==> src/rtl/npc_bus_pkg.sv <==
// Shared types for the memory-bus arbiter: FSM states, owner encoding and
// the tie-break rule used when choosing which requester gets the bus.
package npc_bus_pkg;

    typedef enum logic [2:0] {
        S_IDLE,
        S_REQ,
        S_RESP,
        S_ERR,
        S_DRAIN
    } arb_state_t;

    typedef enum logic {
        OWN_IFU,
        OWN_LSU
    } owner_t;

    // A lone requester always wins. On a tie, either LSU wins outright or
    // the requester that was not served last wins.
    function automatic owner_t pick_owner(
        input logic   ifu_v,
        input logic   lsu_v,
        input logic   lsu_prio,
        input owner_t last
    );
        if (ifu_v && lsu_v) begin
            if (lsu_prio)
                return OWN_LSU;
            return (last == OWN_IFU) ? OWN_LSU : OWN_IFU;
        end
        if (lsu_v)
            return OWN_LSU;
        return OWN_IFU;
    endfunction

endpackage

==> src/rtl/bus_timeout_cnt.sv <==
// Response-wait counter. Cleared when a request is accepted, counts while
// the arbiter waits for a response, and flags the last allowed wait cycle.
// A TIMEOUT of 0 means the counter never expires.
module bus_timeout_cnt #(
    parameter int TIMEOUT = 255
) (
    input  logic clk,
    input  logic rst,
    input  logic clear,
    input  logic enable,
    output logic expired
);

    localparam int CW = (TIMEOUT > 1) ? $clog2(TIMEOUT) : 1;
    localparam logic [CW-1:0] LAST = CW'(TIMEOUT - 1);

    logic [CW-1:0] cnt;

    // Wait-cycle counter, restarted on every accepted request.
    always_ff @(posedge clk) begin
        if (rst || clear)
            cnt <= '0;
        else if (enable)
            cnt <= cnt + CW'(1);
    end

    assign expired = (TIMEOUT != 0) && (cnt == LAST);

endmodule

==> src/rtl/mem_bus_arbiter.sv <==
// Shares one memory port between the fetch unit and the load/store unit.
// Only one transaction is in flight; the owner keeps the bus from request
// until its response is taken, so responses need no tag. A silent memory
// produces an error response, and any late reply is then swallowed.
module mem_bus_arbiter
    import npc_bus_pkg::*;
#(
    parameter int ADDR_W   = 32,
    parameter int DATA_W   = 32,
    parameter int LSU_PRIO = 1,
    parameter int TIMEOUT  = 255
) (
    input  logic                clk,
    input  logic                rst,
    input  logic                ifu_req_valid,
    output logic                ifu_req_ready,
    input  logic [ADDR_W-1:0]   ifu_addr,
    output logic                ifu_resp_valid,
    input  logic                ifu_resp_ready,
    output logic [DATA_W-1:0]   ifu_rdata,
    output logic                ifu_resp_err,
    input  logic                lsu_req_valid,
    output logic                lsu_req_ready,
    input  logic [ADDR_W-1:0]   lsu_addr,
    input  logic                lsu_wen,
    input  logic [DATA_W-1:0]   lsu_wdata,
    input  logic [DATA_W/8-1:0] lsu_wmask,
    output logic                lsu_resp_valid,
    input  logic                lsu_resp_ready,
    output logic [DATA_W-1:0]   lsu_rdata,
    output logic                lsu_resp_err,
    output logic                mem_req_valid,
    input  logic                mem_req_ready,
    output logic [ADDR_W-1:0]   mem_addr,
    output logic                mem_wen,
    output logic [DATA_W-1:0]   mem_wdata,
    output logic [DATA_W/8-1:0] mem_wmask,
    input  logic                mem_resp_valid,
    output logic                mem_resp_ready,
    input  logic [DATA_W-1:0]   mem_rdata,
    input  logic                mem_resp_err
);

    arb_state_t state, state_next;
    owner_t     owner, last_owner, grant;
    logic       owner_resp_ready;
    logic       req_hs, resp_hs;
    logic       tcnt_en, tcnt_expired;

    assign grant            = pick_owner(ifu_req_valid, lsu_req_valid, (LSU_PRIO != 0), last_owner);
    assign owner_resp_ready = (owner == OWN_LSU) ? lsu_resp_ready : ifu_resp_ready;
    assign req_hs           = (state == S_REQ) && mem_req_ready;
    assign resp_hs          = (state == S_RESP) && mem_resp_valid && owner_resp_ready;
    // Stop counting once expired so a held-but-untaken response keeps the flag.
    assign tcnt_en          = (state == S_RESP) && !resp_hs && !tcnt_expired;

    bus_timeout_cnt #(
        .TIMEOUT (TIMEOUT)
    ) u_tcnt (
        .clk     (clk),
        .rst     (rst),
        .clear   (req_hs),
        .enable  (tcnt_en),
        .expired (tcnt_expired)
    );

    // State, current owner and the last-served owner for round-robin ties.
    always_ff @(posedge clk) begin
        if (rst) begin
            state      <= S_IDLE;
            owner      <= OWN_IFU;
            last_owner <= OWN_IFU;
        end else begin
            state <= state_next;
            if (state == S_IDLE && (ifu_req_valid || lsu_req_valid))
                owner <= grant;
            if (req_hs)
                last_owner <= owner;
        end
    end

    // Next-state logic and the owner-steered request/response muxes.
    always_comb begin
        state_next     = state;
        ifu_req_ready  = 1'b0;
        ifu_resp_valid = 1'b0;
        ifu_rdata      = '0;
        ifu_resp_err   = 1'b0;
        lsu_req_ready  = 1'b0;
        lsu_resp_valid = 1'b0;
        lsu_rdata      = '0;
        lsu_resp_err   = 1'b0;
        mem_req_valid  = 1'b0;
        mem_addr       = '0;
        mem_wen        = 1'b0;
        mem_wdata      = '0;
        mem_wmask      = '0;
        mem_resp_ready = 1'b0;
        case (state)
            S_IDLE: begin
                if (ifu_req_valid || lsu_req_valid)
                    state_next = S_REQ;
            end
            S_REQ: begin
                mem_req_valid = 1'b1;
                if (owner == OWN_LSU) begin
                    mem_addr      = lsu_addr;
                    mem_wen       = lsu_wen;
                    mem_wdata     = lsu_wdata;
                    mem_wmask     = lsu_wmask;
                    lsu_req_ready = mem_req_ready;
                end else begin
                    mem_addr      = ifu_addr;
                    ifu_req_ready = mem_req_ready;
                end
                if (mem_req_ready)
                    state_next = S_RESP;
            end
            S_RESP: begin
                if (owner == OWN_LSU) begin
                    lsu_resp_valid = mem_resp_valid;
                    lsu_rdata      = mem_rdata;
                    lsu_resp_err   = mem_resp_err;
                end else begin
                    ifu_resp_valid = mem_resp_valid;
                    ifu_rdata      = mem_rdata;
                    ifu_resp_err   = mem_resp_err;
                end
                mem_resp_ready = owner_resp_ready;
                if (mem_resp_valid && owner_resp_ready)
                    state_next = S_IDLE;
                else if (tcnt_expired && !mem_resp_valid)
                    state_next = S_ERR;
            end
            S_ERR: begin
                if (owner == OWN_LSU) begin
                    lsu_resp_valid = 1'b1;
                    lsu_resp_err   = 1'b1;
                end else begin
                    ifu_resp_valid = 1'b1;
                    ifu_resp_err   = 1'b1;
                end
                if (owner_resp_ready)
                    state_next = S_DRAIN;
            end
            S_DRAIN: begin
                mem_resp_ready = 1'b1;
                if (mem_resp_valid)
                    state_next = S_IDLE;
            end
            default: state_next = S_IDLE;
        endcase
    end

endmodule

==> config.mk <==
export PLATFORM = sky130hd
export DESIGN_NAME = mem_bus_arbiter
export DESIGN_NICKNAME = d
export VERILOG_FILES = /design/src/rtl/npc_bus_pkg.sv /design/src/rtl/bus_timeout_cnt.sv /design/src/rtl/mem_bus_arbiter.sv
export SDC_FILE = /design/constraint.sdc
export NUM_CORES = 1
export LEC_CHECK = 0
export CORE_AREA = 2 2 111 113
export CTS_CLUSTER_SIZE = 8
export DETAILED_ROUTE_END_ITERATION = 10
export DIE_AREA = 0 0 113 115
export GPL_TIMING_DRIVEN = 0
export PLACE_DENSITY = 0.55
export SYNTH_ARGS = -nofsm -noshare
export SYNTH_HDL_FRONTEND = slang
export SYNTH_HIERARCHICAL = 1
export SYNTH_SLANG_ARGS = --single-unit
==> constraint.sdc <==
create_clock -name clk -period 5.5 [get_ports clk]
set_input_delay 1.375 -clock clk [delete_from_list [all_inputs] [get_ports clk]]
set_output_delay 1.375 -clock clk [all_outputs]
set_load 0.01 [all_outputs]
==> impl_metrics.csv, run 1 <==
group,metric,value,unit
route,antenna_left,0,
setup_path,path_max_fanout,4,
grt,grt_overflow,0,
logic_synthesis,synth-seq-cells,12,
worst_hold_path,whs_path_depth,2,
final_layout,multiInputGateArea,1500,sq um
logic_synthesis,async_flop_share,0,%
clock_tree,cts_max_level,1,
power,ir_drop,0.0000988,V
grt,grt_max_degree,11,
logic_synthesis,netlist_area,1880,sq um
floorplan,die_h,115,um
flow_run,max-cap-violations,0,
final_layout,nNetsFinal,704,
floorplan,io-pin-count,283,
placement,post-dp-hpwl,9940,um
sta,setup_viol,0,
sta,setup_tns,0,ns
sta,rsz0062_at_grt,"no",
sta,fmax,0.240,GHz
worst_hold_path,min_path_type,"register to register",
power,power.density,122,nW/um^2
run_status,violations,"DRC",
setup_path,crit_type,"input port to primary output",
grt,grtUsageMet3,3.58,%
logic_synthesis,synthFlopType,"dfxtp_1",
route,wl_per_cell,16.2,um
route,dr.pass1.iters,8,
run_status,outcome,"complete, but fails checks",
grt,grt_pass1_vias,2769,
placement,finalWeightedCongestion,0.767,
sta,worst_slew_pin_slew,0.726,ns
sta,slew_violations,0,
setup_path,start_kind,"input port",
sta,slew_headroom,51.6,%
route,wl,11400,um
route,drt_iter0_markers,98,
floorplan,num_rows,40,
final_layout,antenna_cells,0,
clock_tree,cts_sinks,12,
setup_path,worst-path-stages,4,
final_layout,n_fill_cell,1224,
floorplan,fp.dieW,113,um
setup_path,worst-r2r-cell-count,10,
final_layout,drive_above_1_share,4.48,%
grt,grt_pass1_wl,16200,um
grt,grt.total_usage,15.8,%
logic_synthesis,synth_fp_nets,417,
setup_path,slowest_stage,"clkdlybuf4s50_1",
clock_tree,clk_pin_slew_worst_paths,0.04,ns
setup_path,max_stage_delay,0.62,ns
clock_tree,insertion_delay,0.23,ns
final_layout,area_growth,164,%
setup_path,crit_chain,"clkdlybuf4s50_1 > nor2_1 > nor3_1 > clkdlybuf4s50_1",
grt,grt_antenna_before_repair,0,
clock_tree,clockRootBuffer,"clkbuf_16",
route,viasPerCell,4.21,
logic_synthesis,avgSynthCellArea,6.90,sq um
setup_path,critical_path_required,4.12,ns
final_layout,fin_area,4970,sq um
route,drc_errors,20,
grt,use_met1,18.4,%
setup_path,cpMostUsedCell,"clkdlybuf4s50_1",
clock_tree,post_cts_buffers,0,
setup_path,cp-end-kind,"primary output",
logic_synthesis,synth-edff-count,0,
clock_tree,hold_buffers,0,
setup_path,crit_family,"buffers and inverters",
logic_synthesis,synth.distinct_cells,42,
clock_tree,cts_resized,0,
logic_synthesis,ys_seq_area_share,12.7,%
sta,hold_viol_final,0,
placement,portBuffers,282,
sta,post-route-period-util,75.9,%
route,vias,2966,
placement,placed_area,4890,sq um
clock_tree,cts_buffers,3,
logic_synthesis,yosysWarningCount,6,
grt,met2_usage,29.6,%
final_layout,seq_area,240,sq um
setup_path,crit_arrival,2.80,ns
power,p_leak,0.00197,uW
clock_tree,clockBufferDepth,2,
logic_synthesis,syn-instance-count,273,
floorplan,die-area,13000,sq um
setup_path,cp_num_buf_inv,2,
sta,fin_skew,0.00137,ns
sta,min_period,4.18,ns
clock_tree,cts_tree,"built",
grt,grt_busiest_layer,"met2",
floorplan,core,11800,sq um
floorplan,start_util,16.0,%
==> cells in the final DEF, fill, tap and decap left out, drive strengths merged <==
master and instances:
clkdlybuf4s50 282, and2 65, nor2 44, and3 38, mux2i 32, clkbuf 20, dfxtp 12, buf 10
a21oi 8, nor3 6, nand2 4, xor2 3, inv 3, nand3 3, nor2b 2, nand4 2
o21ai 2, or3 2, ha 2, nand2b 2, nand3b 1, or3b 1, mux2 1, or4b 1
and2b 1, a21bo 1, a32oi 1, a2111o 1, o32a 1, and3b 1, nor4 1, or2 1
a211oi 1, xnor2 1, o31ai 1, or4 1
==> logic make-up after synthesis <==
family / count (synthesis) / share of synthesized area (%)
xor+xnor: 4 / 1.86
mux: 33 / 17.6
fa+ha+maj: 2 / 1.33
flops: 12 / 12.7
simple gates: 176 / 53.1
buf+inv: 30 / 7.84
compound gates: 16 / 5.58
==> worst register-to-register path, stage by stage (launching register included) <==
cell     delay (ns)
dfxtp_1        0.42
inv_1          0.07
ha_1           0.20
nand2_1        0.06
nor3_1         0.05
or4b_2         0.60
a21oi_1        0.12
buf_2          0.20
nand3_1        0.14
or3_2          0.43
a21oi_1        0.14
==> worst paths after layout <==
| check | end | slack [ns] | start |
|---|---|---|---|
| hold reg to reg | u_tcnt/cnt[7] | 0.48 | u_tcnt/cnt[7] |
| setup / recovery | ifu_resp_valid | 1.32 | mem_resp_valid |
| hold / removal | u_tcnt/cnt[7] | 0.48 | u_tcnt/cnt[7] |
| setup reg to reg | u_tcnt/cnt[5] | 3.00 | u_tcnt/cnt[0] |
==> through the flow <==
stage | instances | setup slack [ns] | total power (uW) | hold slack, ns | utilization, %
final | 705 | 1.32 | 607 | 0.475 | 42.0
after global routing | 705 | 1.22 | 647 | 0.514 | 42.0
after CTS | 705 | 1.30 | 615 | 0.476 | 42.0
after detailed placement | 702 | 1.30 | 482 | 0.468 | 41.4
after global placement | 702 | 1.33 | 477 | 0.467 | 41.4
after floorplan | 273 | 2.25 | 248 | 0.452 | -
==> metal layers <==
| layer | up-vias | wire length [um] |
|---|---|---|
| met1 | 1346 | 4270 |
| met3 | 18 | 820 |
| met4 | 0 | 246 |
| met5 | - | 0 |
| met2 | 113 | 6050 |
| li1 | 1489 | - |
==> report_power, final <==
part / internal (uW) / switching, uW
Combinational: 230 / 155
Clock: 94.4 / 34.5
Sequential: 91.1 / 2.92
Total: 415 / 192
==> synth_stat cells (all sizes together), types with 2 or more instances <==
library cell  number  area (sq um)
and2              65           409
nor2              44           165
and3              38           238
mux2i             32           320
clkbuf            17          66.3
dfxtp             12           240
buf               10          65.1
a21oi              8          40.0
nor3               6          30.0
nand2              4          15.0
inv                3          16.3
nand3              3          20.0
xor2               3          26.3
ha                 2          25.0
nand2b             2          20.0
nand4              2          12.5
nor2b              2          12.5
o21ai              2          10.0
or3                2          15.0
==> state kept, by name (all words and copies together), names as in the netlist <==
signal and cells:
state 3, u_tcnt/cnt 8, owner 1
==> cell type report <==
| cell class | instances | area share [%] |
|---|---|---|
| well taps | 147 | 3.70 |
| repair buffers | 282 | 56.8 |
| flip-flops and latches | 12 | 4.84 |
| multi-input cells | 231 | 30.1 |
| plain buffers | 27 | 2.65 |
| inverters | 3 | 0.328 |
| clock buffers | 3 | 1.51 |
Power figures use the tool's default switching activity.
==> run 2: changes to the inputs <==
CORE_AREA = 2 2 110 112   (was 2 2 111 113)
DIE_AREA = 0 0 112 114   (was 0 0 113 115)
PLACE_DENSITY = 0.59   (was 0.55)
clock period = 3.75 ns   (was 5.5 ns; I/O delays follow)
==> impl_metrics.csv, run 2 (synthesis gave the netlist of run 1 again) <==
group,metric,value,unit
run_status,outcome,"complete, no violations",
floorplan,die_h,114,um
power,power.density,184,nW/um^2
setup_path,cpMostUsedCell,"clkdlybuf4s50_1",
setup_path,cp_num_buf_inv,2,
clock_tree,cts_tree,"built",
floorplan,die-area,12800,sq um
setup_path,r2r_slack,1.26,ns
setup_path,worst-r2r-cell-count,10,
route,antenna_left,0,
final_layout,area_growth,164,%
route,top_layer,"met4",
final_layout,nNetsFinal,704,
flow_run,max-cap-violations,0,
final_layout,layout_commonest_cell,"clkdlybuf4s50_1",
clock_tree,post_cts_buffers,0,
sta,worst_slew_pin_slew,0.721,ns
setup_path,path_max_fanout,4,
worst_hold_path,min_path_type,"register to register",
final_layout,mostFrequentLayoutCells,"282 x clkdlybuf4s50_1, 64 x and2_1, 44 x nor2_1",
power,power,918,uW
clock_tree,cts_sinks,12,
setup_path,worst-path-stages,4,
route,wl_met3,687,um
setup_path,crit_path_end,"ifu_resp_valid",
route,vias,2969,
placement,post-dp-hpwl,9580,um
grt,grt_overflow,0,
final_layout,multiInputGateArea,1500,sq um
setup_path,crit_chain,"clkdlybuf4s50_1 > nor2_1 > nor3_1 > clkdlybuf4s50_1",
grt,grt_pass1_wl,16000,um
sta,slew_violations,0,
setup_path,critical_path_required,2.81,ns
sta,min_period,3.36,ns
sta,post-route-period-util,89.5,%
setup_path,startpoint,"mem_resp_valid",
setup_path,crit_arrival,2.42,ns
setup_path,max_stage_delay,0.64,ns
clock_tree,clockRootBuffer,"clkbuf_16",
grt,grt.total_usage,15.7,%
sta,fin_skew,0.00250,ns
final_layout,n_fill_cell,1181,
floorplan,num_rows,40,
final_layout,largest_reg_flops,8,
route,wl,11200,um
sta,fmax,0.298,GHz
setup_path,r2r-end,"u_tcnt/cnt[5]",
floorplan,fp.dieW,112,um
final_layout,drive_above_1_share,4.65,%
setup_path,timing.rr.start,"u_tcnt/cnt[0]",
sta,holdWs,0.474,ns
clock_tree,clockBufferDepth,2,
route,wl_per_cell,15.9,um
power,ir_drop,0.000122,V
floorplan,io-pin-count,283,
route,dr.pass1.iters,5,
sta,hold_viol_final,0,
grt,grt_max_degree,11,
route,drc_errors,0,
setup_path,cp-end-kind,"primary output",
clock_tree,cts_max_level,1,
final_layout,antenna_cells,0,
setup_path,crit_type,"input port to primary output",
setup_path,crit_family,"buffers and inverters",
floorplan,core,11700,sq um
route,viasPerCell,4.21,
placement,portBuffers,282,
route,met1_length,4690,um
setup_path,slowest_stage,"clkdlybuf4s50_1",
placement,finalWeightedCongestion,0.816,
grt,grt_pass1_vias,2754,
grt,grt_antenna_before_repair,0,
final_layout,max_flop_register,"u_tcnt/cnt",
sta,rsz0062_at_grt,"no",
route,met2_length,5640,um
sta,slew_headroom,51.9,%
setup_path,start_kind,"input port",
sta,setup_viol,0,
power,p_leak,0.00198,uW
clock_tree,clk_pin_slew_worst_paths,0.04,ns
clock_tree,hold_buffers,0,
sta,setup_tns,0,ns
clock_tree,cts_resized,0,
route,drt_iter0_markers,93,
clock_tree,insertion_delay,0.24,ns
final_layout,seq_area,240,sq um
floorplan,start_util,16.1,%
clock_tree,cts_buffers,3,
final_layout,reg_top3,"u_tcnt/cnt (8), state (3), owner (1)",
-- run 2: cell types whose count changed in the layout (fill, tap and decap cells not counted), sizes merged --
| cell | previous run | this run |
|---|---|---|
| clkbuf | 20 | 21 |
-- run 2: metrics by stage --
stage,std cells,utilization (%),cell area [sq um],setup WS [ns]
5_1_grt,706,42.5,4980,0.310
4_1_cts,706,42.5,4980,0.401
3_3_place_gp,702,41.8,4890,0.399
6_report,706,42.5,4980,0.394
2_1_floorplan,273,-,1880,1.38
3_5_place_dp,702,41.8,4890,0.420
-- run 2: cell type report --
class,instances,area share (%)
repair buffers,282,56.7
flip-flops and latches,12,4.82
multi-input cells,231,30.1
inverters,3,0.327
plain buffers,27,2.64
clock buffers,4,1.78
well taps,147,3.69
-- run 2: worst min-delay path by stage --
stage | start | to | depth (start not counted)
4_1_cts | u_tcnt/cnt[7] | u_tcnt/cnt[7] | 2
2_1_floorplan | u_tcnt/cnt[7] | u_tcnt/cnt[7] | 2
3_3_place_gp | u_tcnt/cnt[7] | u_tcnt/cnt[7] | 2
3_5_place_dp | u_tcnt/cnt[7] | u_tcnt/cnt[7] | 2
6_report | u_tcnt/cnt[7] | u_tcnt/cnt[7] | 2
5_1_grt | u_tcnt/cnt[7] | u_tcnt/cnt[7] | 2
-- run 2: metal layers --
metal | global-route usage [%] | up-vias
met5 | 0 | -
met4 | 2.93 | 0
met3 | 3.51 | 14
met2 | 28.7 | 120
met1 | 19.0 | 1345
li1 | - | 1490
-- run 2: power breakdown --
group          internal [uW]  switching, uW  total (uW)
Clock                    161           58.8         220
Sequential               133           3.86         137
Combinational            337            224         560
-- run 2: tightest hold or removal path: stages, from the launching register on --
cell and delay [ns]:
dfxtp_1 0.31, o31ai_1 0.06, a21oi_1 0.05
